### config.mk
export PLATFORM = sky130hd
export DESIGN_NAME = user_au_hpf_ctrl
export DESIGN_NICKNAME = d
export VERILOG_FILES = /design/src/rtl/user_au_hpf_ctrl_pkg.sv /design/src/rtl/user_au_hpf_ramp_step.sv /design/src/rtl/user_au_hpf_ctrl.sv
export SDC_FILE = /design/constraint.sdc
export NUM_CORES = 1
export LEC_CHECK = 0
export BUFFER_PORTS_ARGS = -buffer_cell sky130_fd_sc_hd__buf_2
export CORE_MARGIN = 5
export CORE_UTILIZATION = 57
export DETAILED_ROUTE_END_ITERATION = 10
export PLACE_DENSITY_LB_ADDON = 0.25
export SETUP_SLACK_MARGIN = 0.5
export SLEW_MARGIN = 0
export SYNTH_ARGS = -nofsm -noshare
export SYNTH_HDL_FRONTEND = slang
export SYNTH_SLANG_ARGS = --single-unit
export TNS_END_PERCENT = 10
### constraint.sdc
create_clock -name clk_i -period 8.7 [get_ports clk_i]
set_clock_uncertainty 0.05 [all_clocks]
set_input_delay 1.74 -clock clk_i [delete_from_list [all_inputs] [get_ports clk_i]]
set_output_delay 1.74 -clock clk_i [all_outputs]
set_load 0.05 [all_outputs]
### src/rtl/user_au_hpf_ctrl_pkg.sv
// rtl/user_au_hpf_ctrl_pkg.sv - register map, bit positions, FSM states and OBI types for the HPF coefficient controller
package user_au_hpf_ctrl_pkg;

  typedef struct packed {
    int unsigned AddrWidth;
    int unsigned DataWidth;
    int unsigned IdWidth;
  } obi_cfg_t;

  localparam obi_cfg_t ObiDefaultConfig = '{AddrWidth: 32, DataWidth: 32, IdWidth: 4};

  typedef struct packed {
    logic [31:0] addr;
    logic        we;
    logic [3:0]  be;
    logic [31:0] wdata;
    logic [3:0]  aid;
  } user_obi_a_chan_t;

  typedef struct packed {
    user_obi_a_chan_t a;
    logic             req;
  } user_obi_req_t;

  typedef struct packed {
    logic [31:0] rdata;
    logic [3:0]  rid;
    logic        err;
    logic        r_optional;
  } user_obi_r_chan_t;

  typedef struct packed {
    logic             gnt;
    logic             rvalid;
    user_obi_r_chan_t r;
  } user_obi_rsp_t;

  localparam logic [2:0] REG_CTRL    = 3'd0;
  localparam logic [2:0] REG_TARGET  = 3'd1;
  localparam logic [2:0] REG_STEP    = 3'd2;
  localparam logic [2:0] REG_CURRENT = 3'd3;
  localparam logic [2:0] REG_STATUS  = 3'd4;

  localparam int unsigned CTRL_ENABLE = 0;
  localparam int unsigned CTRL_BYPASS = 1;
  localparam int unsigned CTRL_IRQ_EN = 2;

  localparam int unsigned STATUS_BUSY = 0;
  localparam int unsigned STATUS_DONE = 1;

  typedef enum logic [1:0] {
    IDLE = 2'd0,
    RAMP = 2'd1,
    DONE = 2'd2
  } state_e;

  // Merge a 32-bit write into an existing value honouring byte enables.
  function automatic logic [31:0] apply_be(input logic [31:0] old_val,
                                           input logic [31:0] new_val,
                                           input logic [3:0]  be);
    logic [31:0] res;
    res = old_val;
    for (int i = 0; i < 4; i++) begin
      if (be[i]) res[i*8 +: 8] = new_val[i*8 +: 8];
    end
    return res;
  endfunction

endpackage

### src/rtl/user_au_hpf_ramp_step.sv
// rtl/user_au_hpf_ramp_step.sv - combinational one-step move of the coefficient toward its target
module user_au_hpf_ramp_step #(
  parameter int unsigned Width = 32
) (
  input  logic [Width-1:0] current,
  input  logic [Width-1:0] target,
  input  logic [Width-1:0] step,
  output logic [Width-1:0] next,
  output logic             reached
);

  logic signed [Width:0] diff;
  logic        [Width:0] mag;

  // Difference carried in one extra bit so full-span jumps never wrap; a step of
  // zero means "jump straight to target".
  always_comb begin
    diff    = $signed({target[Width-1], target}) - $signed({current[Width-1], current});
    mag     = diff[Width] ? (~diff + 1'b1) : diff;
    reached = (step == '0) || (mag <= {1'b0, step});
    if (reached) begin
      next = target;
    end else if (diff[Width]) begin
      next = current - step;
    end else begin
      next = current + step;
    end
  end

endmodule

### src/rtl/user_au_hpf_ctrl.sv
// rtl/user_au_hpf_ctrl.sv - OBI-programmed click-free decay coefficient ramp for the HPF cascade (option: USER_AU_HPF_CTRL_IRQ_EN)
module user_au_hpf_ctrl
  import user_au_hpf_ctrl_pkg::*;
#(
  parameter obi_cfg_t    ObiCfg     = ObiDefaultConfig,
  parameter type         obi_req_t  = user_obi_req_t,
  parameter type         obi_rsp_t  = user_obi_rsp_t,
  parameter int unsigned DecayWidth = 32
) (
  input  logic                  clk_i,
  input  logic                  rst_i,
  input  obi_req_t              obi_req_i,
  output obi_rsp_t              obi_rsp_o,
  input  logic                  sample_tick_i,
  output logic [DecayWidth-1:0] decay_o,
  output logic                  bypass_o,
  output logic                  busy_o,
  output logic                  irq_o
);

  localparam int unsigned DataWidth = ObiCfg.DataWidth;

  logic [2:0]  reg_idx;
  logic [31:0] wdata;
  logic [3:0]  be;
  logic        wr_en;
  logic        unused_addr_bits;

  assign reg_idx          = obi_req_i.a.addr[4:2];
  assign wdata            = obi_req_i.a.wdata;
  assign be               = obi_req_i.a.be;
  assign wr_en            = obi_req_i.req && obi_req_i.a.we;
  assign unused_addr_bits = ^{obi_req_i.a.addr[31:5], obi_req_i.a.addr[1:0]};

  logic                  enable_q;
  logic                  bypass_q;
  logic                  irq_en;
  logic [DecayWidth-1:0] target_q;
  logic [DecayWidth-1:0] step_q;
  logic [DecayWidth-1:0] current_q;
  logic                  done_q;
  state_e                state_q;
  state_e                state_d;

  logic wr_ctrl, wr_target, wr_step, wr_status;
  logic ctrl_enable_new, ctrl_bypass_new, ctrl_irq_en_new;
  logic en_rise, dis_wr, start, done_clr;
  logic cur_upd, set_done;

  logic [31:0] ctrl_val, status_val;
  logic [31:0] target_ext, step_ext, current_ext;
  logic [31:0] target_new, step_new;

  logic [DecayWidth-1:0] ramp_next;
  logic                  ramp_reached;

  assign wr_ctrl   = wr_en && (reg_idx == REG_CTRL);
  assign wr_target = wr_en && (reg_idx == REG_TARGET);
  assign wr_step   = wr_en && (reg_idx == REG_STEP);
  assign wr_status = wr_en && (reg_idx == REG_STATUS);

  assign target_ext  = 32'($signed(target_q));
  assign step_ext    = 32'(step_q);
  assign current_ext = 32'($signed(current_q));
  assign target_new  = apply_be(target_ext, wdata, be);
  assign step_new    = apply_be(step_ext, wdata, be);

  // CTRL lives entirely in byte 0, so only be[0] gates it.
  assign ctrl_enable_new = be[0] ? wdata[CTRL_ENABLE] : enable_q;
  assign ctrl_bypass_new = be[0] ? wdata[CTRL_BYPASS] : bypass_q;
  assign ctrl_irq_en_new = be[0] ? wdata[CTRL_IRQ_EN] : irq_en;

  assign en_rise  = wr_ctrl && ctrl_enable_new && !enable_q;
  assign dis_wr   = wr_ctrl && !ctrl_enable_new;
  assign start    = (wr_target && enable_q) || (en_rise && (target_q != current_q));
  assign done_clr = wr_status && be[0] && wdata[STATUS_DONE];

  user_au_hpf_ramp_step #(
    .Width(DecayWidth)
  ) u_ramp_step (
    .current(current_q),
    .target (target_q),
    .step   (step_q),
    .next   (ramp_next),
    .reached(ramp_reached)
  );

  // Ramp FSM next state: ticks use the registers as they stand before any
  // same-cycle write, and a retarget in the final-tick cycle keeps the ramp alive.
  always_comb begin
    state_d  = state_q;
    cur_upd  = 1'b0;
    set_done = 1'b0;
    unique case (state_q)
      IDLE: begin
        if (start) state_d = RAMP;
      end
      RAMP: begin
        if (dis_wr) begin
          state_d = IDLE;
        end else if (sample_tick_i) begin
          cur_upd = 1'b1;
          if (ramp_reached && !wr_target) state_d = DONE;
        end
      end
      DONE: begin
        set_done = 1'b1;
        state_d  = start ? RAMP : IDLE;
      end
      default: state_d = IDLE;
    endcase
  end

  // FSM state and programmable registers.
  always_ff @(posedge clk_i) begin
    if (rst_i) begin
      state_q   <= IDLE;
      enable_q  <= 1'b0;
      bypass_q  <= 1'b0;
      target_q  <= '0;
      step_q    <= '0;
      current_q <= '0;
      done_q    <= 1'b0;
    end else begin
      state_q <= state_d;
      if (wr_ctrl) begin
        enable_q <= ctrl_enable_new;
        bypass_q <= ctrl_bypass_new;
      end
      if (wr_target) target_q <= target_new[DecayWidth-1:0];
      if (wr_step) step_q <= step_new[DecayWidth-1:0];
      if (cur_upd) current_q <= ramp_next;
      done_q <= set_done || (done_q && !done_clr);
    end
  end

`ifdef USER_AU_HPF_CTRL_IRQ_EN
  logic irq_en_q;

  // Interrupt enable bit, present only in the irq-capable build.
  always_ff @(posedge clk_i) begin
    if (rst_i) begin
      irq_en_q <= 1'b0;
    end else if (wr_ctrl) begin
      irq_en_q <= ctrl_irq_en_new;
    end
  end

  assign irq_en = irq_en_q;
  assign irq_o  = (state_q == DONE) && irq_en_q;
`else
  logic unused_irq_en_new;

  assign unused_irq_en_new = ctrl_irq_en_new;
  assign irq_en            = 1'b0;
  assign irq_o             = 1'b0;
`endif

  assign decay_o  = current_q;
  assign bypass_o = bypass_q;
  assign busy_o   = (state_q == RAMP);

  logic [DataWidth-1:0] rdata_d, rdata_q;
  logic [31:0]          rd_val;
  logic                 err_d, err_q;
  logic                 rvalid_q;
  logic [3:0]           rid_q;

  // Read mux and error decode for the access being granted this cycle.
  always_comb begin
    ctrl_val                = '0;
    ctrl_val[CTRL_ENABLE]   = enable_q;
    ctrl_val[CTRL_BYPASS]   = bypass_q;
    ctrl_val[CTRL_IRQ_EN]   = irq_en;
    status_val              = '0;
    status_val[STATUS_BUSY] = busy_o;
    status_val[STATUS_DONE] = done_q;
    rd_val                  = '0;
    err_d                   = 1'b0;
    unique case (reg_idx)
      REG_CTRL:    rd_val = ctrl_val;
      REG_TARGET:  rd_val = target_ext;
      REG_STEP:    rd_val = step_ext;
      REG_CURRENT: begin
        rd_val = current_ext;
        err_d  = obi_req_i.a.we;
      end
      REG_STATUS:  rd_val = status_val;
      default:     err_d = 1'b1;
    endcase
    rdata_d = (obi_req_i.a.we || err_d) ? '0 : rd_val;
  end

  // Response channel registered one cycle after the grant.
  always_ff @(posedge clk_i) begin
    if (rst_i) begin
      rvalid_q <= 1'b0;
      rid_q    <= '0;
      rdata_q  <= '0;
      err_q    <= 1'b0;
    end else begin
      rvalid_q <= obi_req_i.req;
      if (obi_req_i.req) begin
        rid_q   <= obi_req_i.a.aid;
        rdata_q <= rdata_d;
        err_q   <= err_d;
      end
    end
  end

  // Grant is immediate; every request is accepted.
  always_comb begin
    obi_rsp_o              = '0;
    obi_rsp_o.gnt          = obi_req_i.req;
    obi_rsp_o.rvalid       = rvalid_q;
    obi_rsp_o.r.rdata      = rdata_q;
    obi_rsp_o.r.rid        = rid_q;
    obi_rsp_o.r.err        = err_q;
    obi_rsp_o.r.r_optional = 1'b0;
  end

endmodule

======== After elaboration in Yosys (flattened, before gate mapping) ========
Cells that the tools add are included.
operators by class
  $lt $le $gt $ge ......................... 1
  $add $sub $neg .......................... 4
  reduce and logical (&&, ||, !) cells .... 36
  bitwise gates (word level) .............. 1
  eq/ne operators ......................... 10
  mux-type cells .......................... 17
operator list
  kind                                                                     number
  32-bit one-hot mux with 5 select lines                                   1
  32-bit two-way mux                                                       3
  33-bit by 1-bit adder with 33-bit output, second input constant          1
  33-bit by 32-bit <= comparator with 1-bit output                         1
  33-bit two-way mux                                                       1
  33-bit inverter                                                          1
  32-bit by 32-bit subtractor with 33-bit output                           1
  32-bit adder                                                             1
  32-bit zero test                                                         1
  32-bit inequality test                                                   1
  32-bit subtractor                                                        1
  2-bit AND reduction                                                      9
  1-bit logical AND                                                        14
  2-bit two-way mux                                                        4
  3-bit by 2-bit equality test with 1-bit output, second input constant    2
  1-bit two-way mux                                                        6
  2-bit one-hot mux with 3 select lines                                    1
  1-bit zero test                                                          4
  1-bit logical OR                                                         4
  4-bit OR reduction                                                       1
  3-bit by 1-bit equality test with 1-bit output, second input constant    1
  3-bit equality test, second input constant                               1
  3-bit zero test                                                          1
  3-bit by 1-bit inequality test with 1-bit output, second input constant  1
  other kinds (7)                                                          7
storage, ports and cells
  bits of input ports ..................... 77
  word-level logic and storage cells ...... 86
  register bits ........................... 139

======== Longest topological paths before layout ========
  depth in word-level cells ............... 11
  gate-level depth with buffers ........... 26
  gate-level depth less buffers ........... 24

======== By module ========
Synthesis repeated with hierarchy kept, for this count alone.
second synthesis, totals
  cell total of the unflattened synthesis .. 1,597
  area, all modules ....................... 12,386.9 um2
modules (own cells, without submodules)
  module                 area an instance (um2)  instances  cells an instance
  user_au_hpf_ctrl       6,254.7                 1          753
  user_au_hpf_ramp_step  6,132.1                 1          844

======== Worst setup path before layout ========
OpenSTA, ideal clock, no wires.
  kind .................................... register to register
  start point ............................. reg current_q[3], in the netlist decay_o[3]
  end point ............................... reg current_q[13], in the netlist decay_o[13]
  stages on the path, launching flop included .. 23
  slack ................................... 2,295 ps
  buffers on the path ..................... 2
  data arrival time ....................... 6,276 ps
  library setup time ...................... 79 ps
  clock period less this slack ............ 6,405 ps
  cell sequence ........................... dfxtp_1 > inv_1 > ha_1 > or2_2 > o21a_1 > a21o_1 > a311o_1 > or4_4 > or3b_1 > or4b_4 > or2_2 > o31ai_1 > xor2_1 > ha_1 > and4_1 > nand2_1 > or4_1 > nand4_1 > o21a_1 > clkbuf_1 > clkbuf_1 > o211ai_1 > o211ai_1
on the way
  cells in the longest elaborated chain, start to end .. 7
  elaborated cells on any way between the ends .. 10
RTL lines
  what                                              line                         RTL
  start, declared                                   user_au_hpf_ctrl.sv:40       logic [DecayWidth-1:0] current_q;
  start signal, assigned                            user_au_hpf_ctrl.sv:132      if (cur_upd) current_q <= ramp_next;
  32-bit by 32-bit subtractor with 33-bit output    user_au_hpf_ramp_step.sv:18  diff = $signed({target[Width-1], target}) - $signed({current[Width-1], current});
  33-bit inverter                                   user_au_hpf_ramp_step.sv:19  mag = diff[Width] ? (~diff + 1'b1) : diff;
  33-bit by 1-bit adder with 33-bit output          user_au_hpf_ramp_step.sv:19
  33-bit two-way mux                                user_au_hpf_ramp_step.sv:19
  33-bit by 32-bit <= comparator with 1-bit output  user_au_hpf_ramp_step.sv:20  reached = (step == '0) || (mag <= {1'b0, step});
  1-bit logical OR                                  user_au_hpf_ramp_step.sv:20
  32-bit two-way mux (*)                            user_au_hpf_ramp_step.sv:21  if (reached) begin
Mark *: on every way between the ends. The rest lies on a longest branch, timed or not.
A chain may end at the register's enable or synchronous reset.

======== Final worst setup path ========
  start point ............................. reg current_q[1], in the netlist decay_o[1]
  end point ............................... reg current_q[16], in the netlist decay_o[16]
The elaborated chain is that of the path after synthesis.

==> metrics <==
routed wire length roughly 42000 um; Total GRT Usage 33.7%; htree depth 4; IO buf count 120; Mapped Avg Cell Area 7.18 sq um; worst vdd ir roughly 0.15 mV; Final period util about four fifths; Final Util 63.3%; met3 wire len 5610 um; vias in the first global route 11800; crit-path cells inv_1 > ha_1 > nor2b_1 > o31a_1 > o31a_1 > o311ai_1 > a21oi_1 > or4_1 > a2111o_1 > or2_2 > o31ai_1 > xor2_1 > ha_1 > and4_1 > nand2_1 > nor4_1 > nand2_1 > o21ai_0 > nor2_1 > o21ai_1 > buf_4 > nand2_2 > a221o_1; Crit-path slowest cell o311ai_1; sequential fraction of the synthesis area a little under a quarter; Highest Signal Layer met4; WL met1 17800 um; placed cells roughly 2000; die height 155 um; postcts setup bufs 0; Setup-failing EPs final 0; count of different cell masters after synthesis 76; Initial Util 57.4%; Syn Inst Count 1671; clk_lat worst skew 440 ps; Worst Max-Slew Pin Slew roughly 1200 ps; Final Instance Area 0.0132 sq mm; Core Area ~0.021 sq mm; final setup TNS 0 ps; initial antenna violation count 0; die area roughly 0.024 sq mm; synthesis-to-finish area growth 10.1%; post-layout power 2.05 mW; fmax 141 MHz; top cell family by delay on the critical path compound AO/OA/AOI/OAI gates; minimum clock period 7080 ps; setup repair after global routing missed its margin false; Worst Setup End Kind register; Main synth FF type dfxtp_1; final hold vios 0; Crit Path Class reg -> reg; share of layout cells above drive strength 1 about 11%; Final #Nets around 1900; CTS resizes 0; Met2 Wirelength 17100 um; DR pass1 iterations 7; violation count after the first detailed-route iteration between 1000 and 1500; io pins 152; pin count of the biggest net entering global routing 73; Bufs and invs on worst path 2; die width 155 um; gr ovfl total 0; CTS clk-pin slew, worst paths 70 ps; r2r setup slk 1620 ps; Layout Cells excl Fill 2013; Final WS setup around 1600 ps; GPL Wtd Cong 1.04; Max stage delay on crit path 680 ps; Post-synth EDFFs 0; max-capacitance violation count 0; footprint of the multi-input gates 0.00851 sq mm; global-route wire length before repair 64500 um; CTS tree yes; status completed; Arrival @ worst endpoint around 7300 ps; Sink Count 139; drc violations 0; Hold-fix buffers, CTS 0; Startpoint Class register; pwr dens ~160 mW/mm^2; Slew Limit Fails 0; HPWL after DPL approximately 31000 um; final-layout fill cell count 1909; Mapped Area 0.0120 sq mm; CP Max Fanout 18; Worst EP required around 9000 ps; row cnt 53; DR WL/cell between 20 and 25 um; Slew HR roughly 22%; worst hold slack 415 ps; Hold WC Path Type reg -> reg; Register Area 0.00278 sq mm; ys async rst share 0%; ANT cells 0; via count 12900; Root Buffer clkbuf_16; Seq cells post-synth around 140; vias per inst 6.40; worst-case clock buffer depth 2; placement-stage cell area 0.0127 sq mm; Setup WS pre-CTS 1750 ps; synth warn 0; Lkg Pwr 5.50 nW; total CTS buffers 17; Routed Antenna Nets 0
per-layer routing:
| layer | vias to the layer above | GRT usage, % |
|---|---|---|
| met5 | - | 0 |
| met4 | 0 | 10.3 |
| met3 | 71 | 9.01 |
| met2 | 734 | 48.9 |
| met1 | 5973 | 48.6 |
| li1 | 6104 | - |
sequential cells by signal, summed over array words and instances, names as in the netlist:
name / count
enable_q: 1
decay_o: 32
rvalid_q: 1
bypass_o: 1
err_q: 1
step_ext: 32
rdata_q: 32
state_q: 2
rid_q: 4
target_ext: 32
done_q: 1
worst paths after layout:
kind,from,cells past startpoint,endpoint
hold / removal,step_ext[25],2,step_ext[25]
setup reg to reg,decay_o[1],23,decay_o[16]
hold reg to reg,step_ext[25],2,step_ext[25]
setup / recovery,decay_o[1],23,decay_o[16]
tightest hold or removal path: stages (launching register included):
cell and delay, ps:
dfxtp_1 310, nand2_1 50, a21oi_1 60
cell type report:
class	instances	area share (%)
Multi-Input combinational cell	1349	64.4
Sequential cell	139	21.1
Timing Repair Buffer	133	5.30
Clock buffer	17	3.22
Tap cell	275	2.60
Inverter	86	2.44
Clock inverter	14	0.956
cells by family after synthesis:
group	share of synthesized area, %
AOI/OAI and AO/OA	28.0
xor gates and xnor gates	7.37
adders and majority gates	10.4
buffers and inverters	6.05
DFF	23.2
muxes	1.09
other	0.0313
and+or+nand+nor	23.8
cell usage in the layout (no fill, tap or decap), types with 71 or more instances in the layout:
master	n
xnor2_1	80
nand2_1	230
nor2_1	114
o21ai_0	123
ha_1	97
dfxtp_1	139
a21oi_1	174
buf_2	119
nand3_1	71
inv_1	86
power by group:
group | total, mW | internal (mW) | switching (mW)
Sequential | 0.645 | 0.640 | 0.00479
Clock | 0.721 | 0.375 | 0.346
Combinational | 0.686 | 0.263 | 0.423
cell usage after synthesis, drive strengths merged (4+ instances only):
library cell,count,area share (%)
o21ai,125,5.2
or3,7,0.36
nor3b,5,0.31
a31oi,9,0.47
a22o,30,2.2
o31a,4,0.29
clkbuf,84,2.6
o41ai,4,0.29
a2111oi,4,0.29
and2,8,0.42
or2,10,0.52
nand2b,14,0.73
or4,8,0.53
inv,86,2.7
buf,14,0.73
a221o,4,0.33
a21oi,175,7.3
a211oi,10,0.63
mux2i,12,1.0
nand4,22,1.1
nand2,231,7.2
a211o,5,0.36
a21o,34,2.1
nor4,14,0.73
nor2,115,3.6
a311oi,14,1.0
and3,15,0.78
o31ai,18,1.1
nor2b,46,2.4
o211ai,35,2.2
xor2,21,1.5
o311ai,6,0.44
ha,97,10
o22ai,8,0.42
dfxtp,139,23
and4,5,0.36
nand3,71,3.0
xnor2,80,5.8
nor3,23,0.96
o21a,13,0.81
No activity file was read; power rests on OpenSTA's default activity.
